**src/rtl/dh_keyx_engine_pkg.sv**
```systemverilog
// Shared types and constants for the Diffie-Hellman key-exchange engine (package dh_pkg).
// Optional key-match output is enabled by defining DH_KEY_MATCH_EN.
package dh_pkg;

    typedef enum logic [2:0] {
        IDLE   = 3'd0,
        RUN_PA = 3'd1,
        RUN_PB = 3'd2,
        RUN_KA = 3'd3,
        RUN_KB = 3'd4,
        FIN    = 3'd5
    } state_t;

    typedef enum logic [1:0] {
        C_IDLE = 2'd0,
        C_LOAD = 2'd1,
        C_ITER = 2'd2,
        C_DONE = 2'd3
    } core_state_t;

    localparam int DEF_W     = 8;
    localparam int DEF_EXP_W = 8;
    localparam int LAT       = 4 * DEF_EXP_W + 9;

    // Start-to-done latency for a given exponent width.
    function automatic int lat_f(input int exp_w);
        return 4 * exp_w + 9;
    endfunction

endpackage

```
**src/rtl/dh_keyx_engine_if.sv**
```systemverilog
// Request/result bundle between the front end (master) and the key-exchange engine (slave).
// Handshake: start_i is a one-cycle request honoured only when the engine is idle; done_o pulses once when results are valid.
interface dh_keyx_if #(
    parameter int W     = 8,
    parameter int EXP_W = 8
) ();
    import dh_pkg::*;

    logic             start_i;
    logic [W-1:0]     g_i;
    logic [W-1:0]     p_i;
    logic [EXP_W-1:0] a_i;
    logic [EXP_W-1:0] b_i;
    logic             busy_o;
    logic             done_o;
    logic             err_o;
    logic [W-1:0]     pub_a_o;
    logic [W-1:0]     pub_b_o;
    logic [W-1:0]     key_a_o;
    logic [W-1:0]     key_b_o;
    state_t           dbg_state;
`ifdef DH_KEY_MATCH_EN
    logic             key_ok_o;
`endif

    modport master (
        output start_i, g_i, p_i, a_i, b_i,
`ifdef DH_KEY_MATCH_EN
        input  key_ok_o,
`endif
        input  busy_o, done_o, err_o, pub_a_o, pub_b_o, key_a_o, key_b_o, dbg_state
    );

    modport slave (
        input  start_i, g_i, p_i, a_i, b_i,
`ifdef DH_KEY_MATCH_EN
        output key_ok_o,
`endif
        output busy_o, done_o, err_o, pub_a_o, pub_b_o, key_a_o, key_b_o, dbg_state
    );

endinterface

```
**src/rtl/dh_keyx_engine_modexp_core.sv**
```systemverilog
// Constant-time square-and-multiply core: result = base^exp mod mod, always EXP_W iterations.
// Loads on the start cycle, iterates EXP_W cycles, pulses done_o the cycle after.
module dh_modexp_core
    import dh_pkg::*;
#(
    parameter int W     = 8,
    parameter int EXP_W = 8
) (
    input  logic             CLK,
    input  logic             RST_N,
    input  logic             start_i,
    input  logic [W-1:0]     base_i,
    input  logic [EXP_W-1:0] exp_i,
    input  logic [W-1:0]     mod_i,
    output logic             done_o,
    output logic [W-1:0]     result_o
);

    localparam int CW = $clog2(EXP_W + 1);

    core_state_t      r_state;
    logic [W-1:0]     r_r;
    logic [W-1:0]     r_x;
    logic [EXP_W-1:0] r_e;
    logic [W-1:0]     r_m;
    logic [CW-1:0]    r_cnt;
    logic             r_done;

    core_state_t      w_phase;
    logic [2*W-1:0]   w_rx;
    logic [2*W-1:0]   w_xx;
    logic [2*W-1:0]   w_rx_red;
    logic [2*W-1:0]   w_xx_red;
    logic [W-1:0]     w_base_red;
    logic [W-1:0]     w_one;

    // The load cycle is the start cycle itself; registers take the operands on its closing edge.
    assign w_phase = (r_state == C_IDLE && start_i) ? C_LOAD : r_state;

    // Full 2W-bit products, reduced without any intermediate truncation.
    assign w_rx     = {{W{1'b0}}, r_r} * {{W{1'b0}}, r_x};
    assign w_xx     = {{W{1'b0}}, r_x} * {{W{1'b0}}, r_x};
    assign w_rx_red = (r_m == '0) ? '0 : (w_rx % {{W{1'b0}}, r_m});
    assign w_xx_red = (r_m == '0) ? '0 : (w_xx % {{W{1'b0}}, r_m});

    assign w_base_red = (mod_i == '0) ? '0 : (base_i % mod_i);
    assign w_one      = {{(W-1){1'b0}}, (mod_i > 1)};

    always_ff @(posedge CLK or negedge RST_N) begin
        if (!RST_N) begin
            r_state <= C_IDLE;
            r_r     <= '0;
            r_x     <= '0;
            r_e     <= '0;
            r_m     <= '0;
            r_cnt   <= '0;
            r_done  <= 1'b0;
        end else begin
            case (w_phase)
                C_LOAD: begin
                    r_r     <= w_one;
                    r_x     <= w_base_red;
                    r_e     <= exp_i;
                    r_m     <= mod_i;
                    r_cnt   <= '0;
                    r_state <= C_ITER;
                end
                C_ITER: begin
                    if (r_e[0]) begin
                        r_r <= w_rx_red[W-1:0];
                    end
                    r_x   <= w_xx_red[W-1:0];
                    r_e   <= r_e >> 1;
                    r_cnt <= r_cnt + CW'(1);
                    if (r_cnt == CW'(EXP_W - 1)) begin
                        r_state <= C_DONE;
                        r_done  <= 1'b1;
                    end
                end
                C_DONE: begin
                    r_done  <= 1'b0;
                    r_state <= C_IDLE;
                end
                default: begin
                    r_done <= 1'b0;
                end
            endcase
        end
    end

    assign done_o   = r_done;
    assign result_o = r_r;

endmodule

```
**src/rtl/dh_keyx_engine.sv**
```systemverilog
// Diffie-Hellman key-exchange engine: A=g^a, B=g^b, K_A=B^a, K_B=A^b mod p on one shared core.
// Define DH_KEY_MATCH_EN to add key_ok_o (K_A == K_B on a valid run).
module dh_keyx_engine
    import dh_pkg::*;
#(
    parameter int W     = 8,
    parameter int EXP_W = 8
) (
    input logic     CLK,
    input logic     RST_N,
    dh_keyx_if.slave bus
);

    state_t           r_state;
    logic [W-1:0]     r_g;
    logic [W-1:0]     r_p;
    logic [EXP_W-1:0] r_a;
    logic [EXP_W-1:0] r_b;
    logic             r_busy;
    logic             r_done;
    logic             r_err;
    logic [W-1:0]     r_pub_a;
    logic [W-1:0]     r_pub_b;
    logic [W-1:0]     r_key_a;
    logic [W-1:0]     r_key_b;
    logic             r_core_start;
`ifdef DH_KEY_MATCH_EN
    logic             r_key_ok;
`endif

    logic [W-1:0]     w_core_base;
    logic [EXP_W-1:0] w_core_exp;
    logic             w_core_done;
    logic [W-1:0]     w_core_res;

    // Operand selection follows the run state; the core samples it on its start cycle.
    always_comb begin
        w_core_base = r_g;
        w_core_exp  = r_a;
        case (r_state)
            RUN_PB: begin w_core_base = r_g;     w_core_exp = r_b; end
            RUN_KA: begin w_core_base = r_pub_b; w_core_exp = r_a; end
            RUN_KB: begin w_core_base = r_pub_a; w_core_exp = r_b; end
            default: begin w_core_base = r_g;    w_core_exp = r_a; end
        endcase
    end

    dh_modexp_core #(.W(W), .EXP_W(EXP_W)) u_core (
        .CLK      (CLK),
        .RST_N    (RST_N),
        .start_i  (r_core_start),
        .base_i   (w_core_base),
        .exp_i    (w_core_exp),
        .mod_i    (r_p),
        .done_o   (w_core_done),
        .result_o (w_core_res)
    );

    always_ff @(posedge CLK or negedge RST_N) begin
        if (!RST_N) begin
            r_state      <= IDLE;
            r_g          <= '0;
            r_p          <= '0;
            r_a          <= '0;
            r_b          <= '0;
            r_busy       <= 1'b0;
            r_done       <= 1'b0;
            r_err        <= 1'b0;
            r_pub_a      <= '0;
            r_pub_b      <= '0;
            r_key_a      <= '0;
            r_key_b      <= '0;
            r_core_start <= 1'b0;
`ifdef DH_KEY_MATCH_EN
            r_key_ok     <= 1'b0;
`endif
        end else begin
            r_core_start <= 1'b0;
            case (r_state)
                IDLE: begin
                    if (bus.start_i) begin
                        r_g     <= bus.g_i;
                        r_p     <= bus.p_i;
                        r_a     <= bus.a_i;
                        r_b     <= bus.b_i;
                        r_pub_a <= '0;
                        r_pub_b <= '0;
                        r_key_a <= '0;
                        r_key_b <= '0;
                        r_err   <= (bus.p_i == '0);
`ifdef DH_KEY_MATCH_EN
                        r_key_ok <= 1'b0;
`endif
                        // A zero modulus has no valid result: report straight away.
                        if (bus.p_i == '0) begin
                            r_state <= FIN;
                            r_done  <= 1'b1;
                        end else begin
                            r_state      <= RUN_PA;
                            r_busy       <= 1'b1;
                            r_core_start <= 1'b1;
                        end
                    end
                end
                RUN_PA: if (w_core_done) begin
                    r_pub_a      <= w_core_res;
                    r_state      <= RUN_PB;
                    r_core_start <= 1'b1;
                end
                RUN_PB: if (w_core_done) begin
                    r_pub_b      <= w_core_res;
                    r_state      <= RUN_KA;
                    r_core_start <= 1'b1;
                end
                RUN_KA: if (w_core_done) begin
                    r_key_a      <= w_core_res;
                    r_state      <= RUN_KB;
                    r_core_start <= 1'b1;
                end
                RUN_KB: if (w_core_done) begin
                    r_key_b <= w_core_res;
                    r_state <= FIN;
                    r_busy  <= 1'b0;
                    r_done  <= 1'b1;
                end
                FIN: begin
                    r_done  <= 1'b0;
                    r_state <= IDLE;
`ifdef DH_KEY_MATCH_EN
                    r_key_ok <= (r_key_a == r_key_b) && !r_err;
`endif
                end
                default: r_state <= IDLE;
            endcase
        end
    end

    assign bus.busy_o    = r_busy;
    assign bus.done_o    = r_done;
    assign bus.err_o     = r_err;
    assign bus.pub_a_o   = r_pub_a;
    assign bus.pub_b_o   = r_pub_b;
    assign bus.key_a_o   = r_key_a;
    assign bus.key_b_o   = r_key_b;
    assign bus.dbg_state = r_state;
`ifdef DH_KEY_MATCH_EN
    assign bus.key_ok_o  = r_key_ok;
`endif

endmodule

```
**src/flat_wrapper.sv**
```systemverilog
// flat-port wrapper written by rule: the top's interface ports become plain ports
module dh_keyx_engine_flat import dh_pkg::*;
#(
    parameter int W     = 8,
    parameter int EXP_W = 8
)
  (CLK, RST_N, bus_start_i, bus_g_i, bus_p_i, bus_a_i, bus_b_i, bus_busy_o, bus_done_o, bus_err_o, bus_pub_a_o, bus_pub_b_o, bus_key_a_o, bus_key_b_o, bus_dbg_state);
  dh_keyx_if #(.W(W), .EXP_W(EXP_W)) bus_i ();
  input logic CLK;
  input logic RST_N;
  input wire logic [$bits(bus_i.start_i)-1:0] bus_start_i;
  input wire logic [$bits(bus_i.g_i)-1:0] bus_g_i;
  input wire logic [$bits(bus_i.p_i)-1:0] bus_p_i;
  input wire logic [$bits(bus_i.a_i)-1:0] bus_a_i;
  input wire logic [$bits(bus_i.b_i)-1:0] bus_b_i;
  output wire logic [$bits(bus_i.busy_o)-1:0] bus_busy_o;
  output wire logic [$bits(bus_i.done_o)-1:0] bus_done_o;
  output wire logic [$bits(bus_i.err_o)-1:0] bus_err_o;
  output wire logic [$bits(bus_i.pub_a_o)-1:0] bus_pub_a_o;
  output wire logic [$bits(bus_i.pub_b_o)-1:0] bus_pub_b_o;
  output wire logic [$bits(bus_i.key_a_o)-1:0] bus_key_a_o;
  output wire logic [$bits(bus_i.key_b_o)-1:0] bus_key_b_o;
  output wire logic [$bits(bus_i.dbg_state)-1:0] bus_dbg_state;
  assign bus_i.start_i = bus_start_i;
  assign bus_i.g_i = bus_g_i;
  assign bus_i.p_i = bus_p_i;
  assign bus_i.a_i = bus_a_i;
  assign bus_i.b_i = bus_b_i;
  assign bus_busy_o = bus_i.busy_o;
  assign bus_done_o = bus_i.done_o;
  assign bus_err_o = bus_i.err_o;
  assign bus_pub_a_o = bus_i.pub_a_o;
  assign bus_pub_b_o = bus_i.pub_b_o;
  assign bus_key_a_o = bus_i.key_a_o;
  assign bus_key_b_o = bus_i.key_b_o;
  assign bus_dbg_state = bus_i.dbg_state;
  dh_keyx_engine #(.W(W), .EXP_W(EXP_W)) u_core (.CLK(CLK), .RST_N(RST_N), .bus(bus_i));
endmodule
```
**config.mk**
```make
export PLATFORM = sky130hd
export DESIGN_NAME = dh_keyx_engine_flat
export DESIGN_NICKNAME = d
export VERILOG_FILES = /design/src/rtl/dh_keyx_engine_pkg.sv /design/src/rtl/dh_keyx_engine_if.sv /design/src/rtl/dh_keyx_engine_modexp_core.sv /design/src/rtl/dh_keyx_engine.sv /design/src/flat_wrapper.sv
export SDC_FILE = /design/constraint.sdc
export NUM_CORES = 1
export LEC_CHECK = 0
export CAP_MARGIN = 20
export CORE_ASPECT_RATIO = 0.75
export CORE_MARGIN = 3
export CORE_UTILIZATION = 60
export DETAILED_ROUTE_END_ITERATION = 8
export PLACE_DENSITY = 0.82
export SLEW_MARGIN = 20
export SYNTH_ARGS = -nofsm -noshare
export SYNTH_HDL_FRONTEND = slang
export SYNTH_SLANG_ARGS = --single-unit
```
**constraint.sdc**
```tcl
create_clock -name CLK -period 65.1 [get_ports CLK]
set_input_delay 9.765 -clock CLK [delete_from_list [all_inputs] [get_ports CLK]]
set_output_delay 9.765 -clock CLK [all_outputs]
set_load 0.02 [all_outputs]
```
==> results of run 1 <==
[metal layers]
layer / routed length (µm) / GRT usage / vias to the layer above
li1: - / - / 10139
met1: 28200 / 0.465 / 10115
met2: 26700 / 0.498 / 946
met3: 6030 / 0.0654 / 108
met4: 1180 / 0.0686 / 0
met5: 0 / 0 / -
[final cells by class]
class | instances | area (µm²) | share of cell area
clock buffers | 9 | 225 | 0.00984
clock inverters | 7 | 108 | 0.00470
inverters | 159 | 597 | 0.0261
multi-input cells | 2416 | 17800 | 0.777
flip-flops and latches | 110 | 2750 | 0.120
well taps | 457 | 572 | 0.0250
repair buffers | 88 | 838 | 0.0366
[synth_stat cells, types with 7 or more instances]
cell       instances  area [µm²]
o31ai_1           40         300
a31o_2             7        61.3
xnor2_1           76         666
o31a_1            10        87.6
a22o_1             8        70.1
o21a_1           121         908
mux2_2            57         642
o221ai_1           9        78.8
a211oi_1          19         143
nand2b_1          34         213
clkbuf_1          56         210
ha_1             307        3840
nand3_1           45         225
mux2i_1           49         490
a22oi_1           11        82.6
nor3_1           104         521
a21o_1            74         556
a31oi_1           20         125
xor2_1            50         438
o2111ai_1          7        61.3
and2_1            87         544
a21oi_1          157         786
dfrtp_1          110        2750
nor2_1           200         751
o21ai_0          185         926
fa_1              65        1300
inv_1            159         597
o211ai_1          30         225
and3_1            20         125
o21ai_1           16        80.1
or3_1             23         144
nand4_1           26         163
or2_2             12        75.1
nor2b_1           39         244
o22ai_1           15        93.8
nand2_1          327        1230
nor4_1            13        81.3
[through the flow]
step / cells / utilization / worst slack (ps) / cell area, µm² / hold slack [ps]
6_report: 3246 / 0.655 / 23430 / 22900 / 481
4_1_cts: 3246 / 0.655 / 23920 / 22900 / 478
3_3_place_gp: 3230 / 0.645 / 25300 / 22500 / 453
2_1_floorplan: 2756 / - / 30710 / 21400 / 435
5_1_grt: 3246 / 0.655 / 20610 / 22900 / 506
3_5_place_dp: 3230 / 0.645 / 24060 / 22500 / 457
[kinds of logic after synthesis]
logic type | synth area share
AND/OR/NAND/NOR | 0.222
AO/OA/AOI/OAI | 0.260
adder cells (fa/ha/maj) | 0.241
buffers and inverters | 0.0418
XOR/XNOR | 0.0515
multiplexers | 0.0556
flip-flops | 0.129
other | 0.000351
[worst max-delay path, delay by kind of cell (launching register included)]
| family | cells | cell delay [ps] |
|---|---|---|
| fa+ha+maj | 22 | 7970 |
| mux | 7 | 2490 |
| flops | 1 | 730 |
| compound gates | 83 | 22750 |
| xor+xnor | 1 | 140 |
| buf+inv | 6 | 590 |
| simple gates | 32 | 6840 |
[worst min-delay path by stage]
stage | start | endpoint
after floorplan | u_core.u_core.r_cnt[3] | u_core.u_core.r_state[0]
after global placement | u_core.u_core.r_cnt[3] | u_core.u_core.r_state[0]
after detailed placement | u_core.u_core.r_cnt[3] | u_core.u_core.r_state[0]
after CTS | u_core.u_core.r_cnt[3] | u_core.u_core.r_state[0]
after global routing | u_core.r_b[2] | u_core.r_b[2]
final | u_core.r_b[2] | u_core.r_b[2]
==> flow_summary.toml, run 1 <==
[sta]
rsz0062_at_grt = "no"
fmax_ghz = 0.0240
setup_tns_ps = 0
fin_crit_sh = 0.640
slew_headroom = 0.279
fin_crit_ps = 41670
setup_viol = 0
hold_viol = 0
fin_worst_skew_ps = 14.6
slew_viol_final = 0
worstMarginPinSlew_ps = 1080

[die]
start_util = 0.613
die_w_um = 224
dieArea_mm2 = 0.0380
coreArea_mm2 = 0.0349
io_pins = 73
rows = 59
dieHeight_um = 170

[critical_path]
crit_path_max_fanout = 19
crit_required_ps = 65340
crit_arrival_ps = 41910
max_stage_delay_ps = 810
slowest_stage = "nor3_2"
critPathKind = "register to register"
r2r-start = "u_core.u_core.r_x[3]"
endpoint_kind = "register"
reg2regPathDepth = 151
start_kind = "register"
cp-startpoint = "u_core.u_core.r_x[3]"
reg2reg_slack_ps = 23430
cp-endpoint = "u_core.u_core.r_x[7]"
worst_path_most_repeated_cell = "ha_1"
reg2reg_to = "u_core.u_core.r_x[7]"

[clock_tree]
path_clk_slew_ps = 80
numCtsBuffers = 9
insertion_delay_ps = 370
postCtsSetupRepairBufs = 0
cts_root_buf = "clkbuf_16"
cts_resized = 0
cts_tree = "done"
holdBufCountCts = 0
cts_buffer_depth = 2
h-tree-depth = 3
cts_sinks = 110

[cells_and_area]
final_cell_mix = "327 x nand2_1, 307 x ha_1, 200 x nor2_1, 185 x o21ai_0, 159 x inv_1"
area_growth_syn_to_layout_pct = 6.86
diodes = 0
nFillCells = 2927
drive_above_1_share = 0.0549
final_common_cell = "nand2_1"
finalNetCount = 3191

[yosys]
synth-warning-count = 0
ys_seq_elements = 110
ys_types = 107
syn_area_mm2 = 0.0214
syn-instance-count = 2756
async_reset_ff_frac = 1.00
ys_seq_area_frac = 0.129
synth_fp_nets = 3163
synth_ff_type = "dfrtp_1"
synth_edf_count = 0
avgSynthCellArea_um2 = 7.77

[global_route]
grt_max_degree = 78
grt_pass1_vias = 20453
grt_usage = 0.322
grt_first_pass_wirelength_um = 102000
grt_overflow_total = 0
grt_antenna_before_repair = 0

[detailed_routing]
drc_errors = 0
via_per_inst = 6.56
wl_per_cell_um = 19.2
dr.pass1.iters = 8
drt_iter0_drc = 2115
postRouteWirelength_um = 62200
final_antenna_net_count = 0
dr_total_vias = 21308

[placed_design]
dpl.hpwl_um = 48400
portBuffers = 72
gp_congestion = 0.987

[run]
max-cap-violations = 0

[min_path]
hold_path_class = "register to register"
whs_path_depth = 2

[run_status]
outcome = "completed"
Power of run 1 is left out: the tool's default activity adds up to more than one toggle a clock period on the data nets, which glitch-free logic cannot reach.
==> run 2, diff against run 1 <==
--- a/config.mk
+++ b/config.mk
@@ -8,9 +8,9 @@
 export CAP_MARGIN = 20
 export CORE_ASPECT_RATIO = 0.75
 export CORE_MARGIN = 3
-export CORE_UTILIZATION = 60
+export CORE_UTILIZATION = 59
 export DETAILED_ROUTE_END_ITERATION = 8
-export PLACE_DENSITY = 0.82
+export PLACE_DENSITY = 0.84
 export SLEW_MARGIN = 20
 export SYNTH_ARGS = -nofsm -noshare
 export SYNTH_HDL_FRONTEND = slang
==> constraint.sdc (replaced) <==
create_clock -name CLK -period 36.1 [get_ports CLK]
set_input_delay 5.415 -clock CLK [delete_from_list [all_inputs] [get_ports CLK]]
set_output_delay 5.415 -clock CLK [all_outputs]
set_load 0.02 [all_outputs]
==> run 2 against run 1 <==
Count of clock-buffer cells in the layout is the same. Clock skew grew 6.4 ps. First-iteration DRC count is 9.4% lower. Die area is 1.6% higher. Critical path depth up 12. Global-route usage shrank 0.31 points. Non-clock buffer count increased by 65. Largest cell class unchanged. Critical path type unchanged.
==> flow_summary.toml, run 2 (same netlist as run 1, synthesis figures left out) <==
[run_status]
outcome = "completed"

[die]
start_util = 0.608
coreArea_mm2 = 0.0352
dieHeight_um = 171
io_pins = 73
rows = 59
die_w_um = 226
dieArea_mm2 = 0.0386

[detailed_routing]
via_per_inst = 6.52
drc_errors = 0
dr_total_vias = 21603
wl_per_cell_um = 19.2
final_antenna_net_count = 0
drt_iter0_drc = 1917
postRouteWirelength_um = 63600
dr.pass1.iters = 6

[clock_tree]
insertion_delay_ps = 370
cts_sinks = 110
h-tree-depth = 3
cts_buffer_depth = 2
holdBufCountCts = 0
cts_root_buf = "clkbuf_16"
cts_tree = "done"
numCtsBuffers = 9
path_clk_slew_ps = 80

[global_route]
grt_usage = 0.319
grt_overflow_total = 0
grt_antenna_before_repair = 0
grt_max_degree = 89
grt_pass1_vias = 20657
grt_first_pass_wirelength_um = 102000

[critical_path]
start_kind = "register"
critPathKind = "register to register"
max_stage_delay_ps = 550
crit_arrival_ps = 34610
crit_required_ps = 36330
worst_path_most_repeated_cell = "o21a_1"
slowest_stage = "dfrtp_4"
crit_path_max_fanout = 10
endpoint_kind = "register"

[sta]
whs_ps = 486
setup_tns_ps = 0
slew_viol_final = 0
fin_worst_skew_ps = 21.1
worstMarginPinSlew_ps = 1200
fin_crit_sh = 0.953
setup_viol = 0
hold_viol = 0
fin_crit_ps = 34390
slew_headroom = 0.196
fmax_ghz = 0.0291
fin_ws_ps = 1710

[run]
max-cap-violations = 0

[min_path]
hold_path_class = "register to register"

[cells_and_area]
fin_util = 0.677
drive_above_1_share = 0.108
diodes = 0
area_growth_syn_to_layout_pct = 11.3
final_cell_mix = "322 x nand2_1, 306 x ha_1, 193 x nor2_1, 171 x o21ai_0, 159 x inv_1"
finalNetCount = 3256
final_common_cell = "nand2_1"

[placed_design]
dpl_worst_slack_ps = -1870
dpl.hpwl_um = 48700
portBuffers = 72
gp_congestion = 0.923
-- run 2: changes by cell type in the layout (fill, tap and decap cells not counted), sizes merged --
cell,before,now
bufinv,1,0
buf,17,82
inv,163,164
-- run 2: metal layers --
metal / global-route usage / vias to the layer above / part of all wire
met5: 0 / - / 0
met4: 0.0745 / 0 / 0.026
met3: 0.0458 / 117 / 0.091
met2: 0.505 / 990 / 0.44
met1: 0.460 / 10250 / 0.45
li1: - / 10246 / -
-- run 2: through the flow --
| step | instances | area (µm²) |
|---|---|---|
| floorplan | 2756 | 21400 |
| finish | 3311 | 23800 |
| global placement | 3253 | 22700 |
| global route | 3311 | 23800 |
| detailed placement | 3253 | 22700 |
| CTS | 3274 | 23100 |
-- run 2: timing repair --
item                       CTS  global route
buffers inserted             5            37
setup endpoints to repair    8            16
pin swaps                    2            17
hold endpoints to repair     0             0
resized for setup           20           116
-- run 2: final timing paths --
kind / from / slack [ps] / to / depth (start not counted)
worst max register to register: u_core.u_core.r_x[6] / 1710 / u_core.u_core.result_o[5] / 163
min in group asynchronous: RST_N / 4910 / u_core.r_b[2] / 1
worst min register to register: u_core.r_a[3] / 490 / u_core.r_a[3] / 2
worst max-delay path: u_core.u_core.r_x[6] / 1710 / u_core.u_core.result_o[5] / 163
max in group asynchronous: RST_N / 30010 / u_core.u_core.r_x[4] / 2
worst min-delay path: u_core.r_a[3] / 490 / u_core.r_a[3] / 2
-- run 2: layout make-up --
cell class              instances  area (µm²)
inverters                     159         597
well taps                     457         572
clock inverters                 7        93.8
flip-flops and latches        110        2780
fillers                      2885       11400
clock buffers                   9         225
repair buffers                153        1330
multi-input cells            2416       18200
-- run 2: worst max-delay path: cells and delay by family, from the launching register on --
family | cells | cell delay [ps]
AO/OA/AOI/OAI | 83 | 15130
AND/OR/NAND/NOR | 44 | 8010
adder cells (fa/ha/maj) | 21 | 7350
multiplexers | 4 | 1460
buffers and inverters | 10 | 1400
flip-flops | 1 | 550
XOR/XNOR | 1 | 240
Power of run 2 is left out for the same reason.
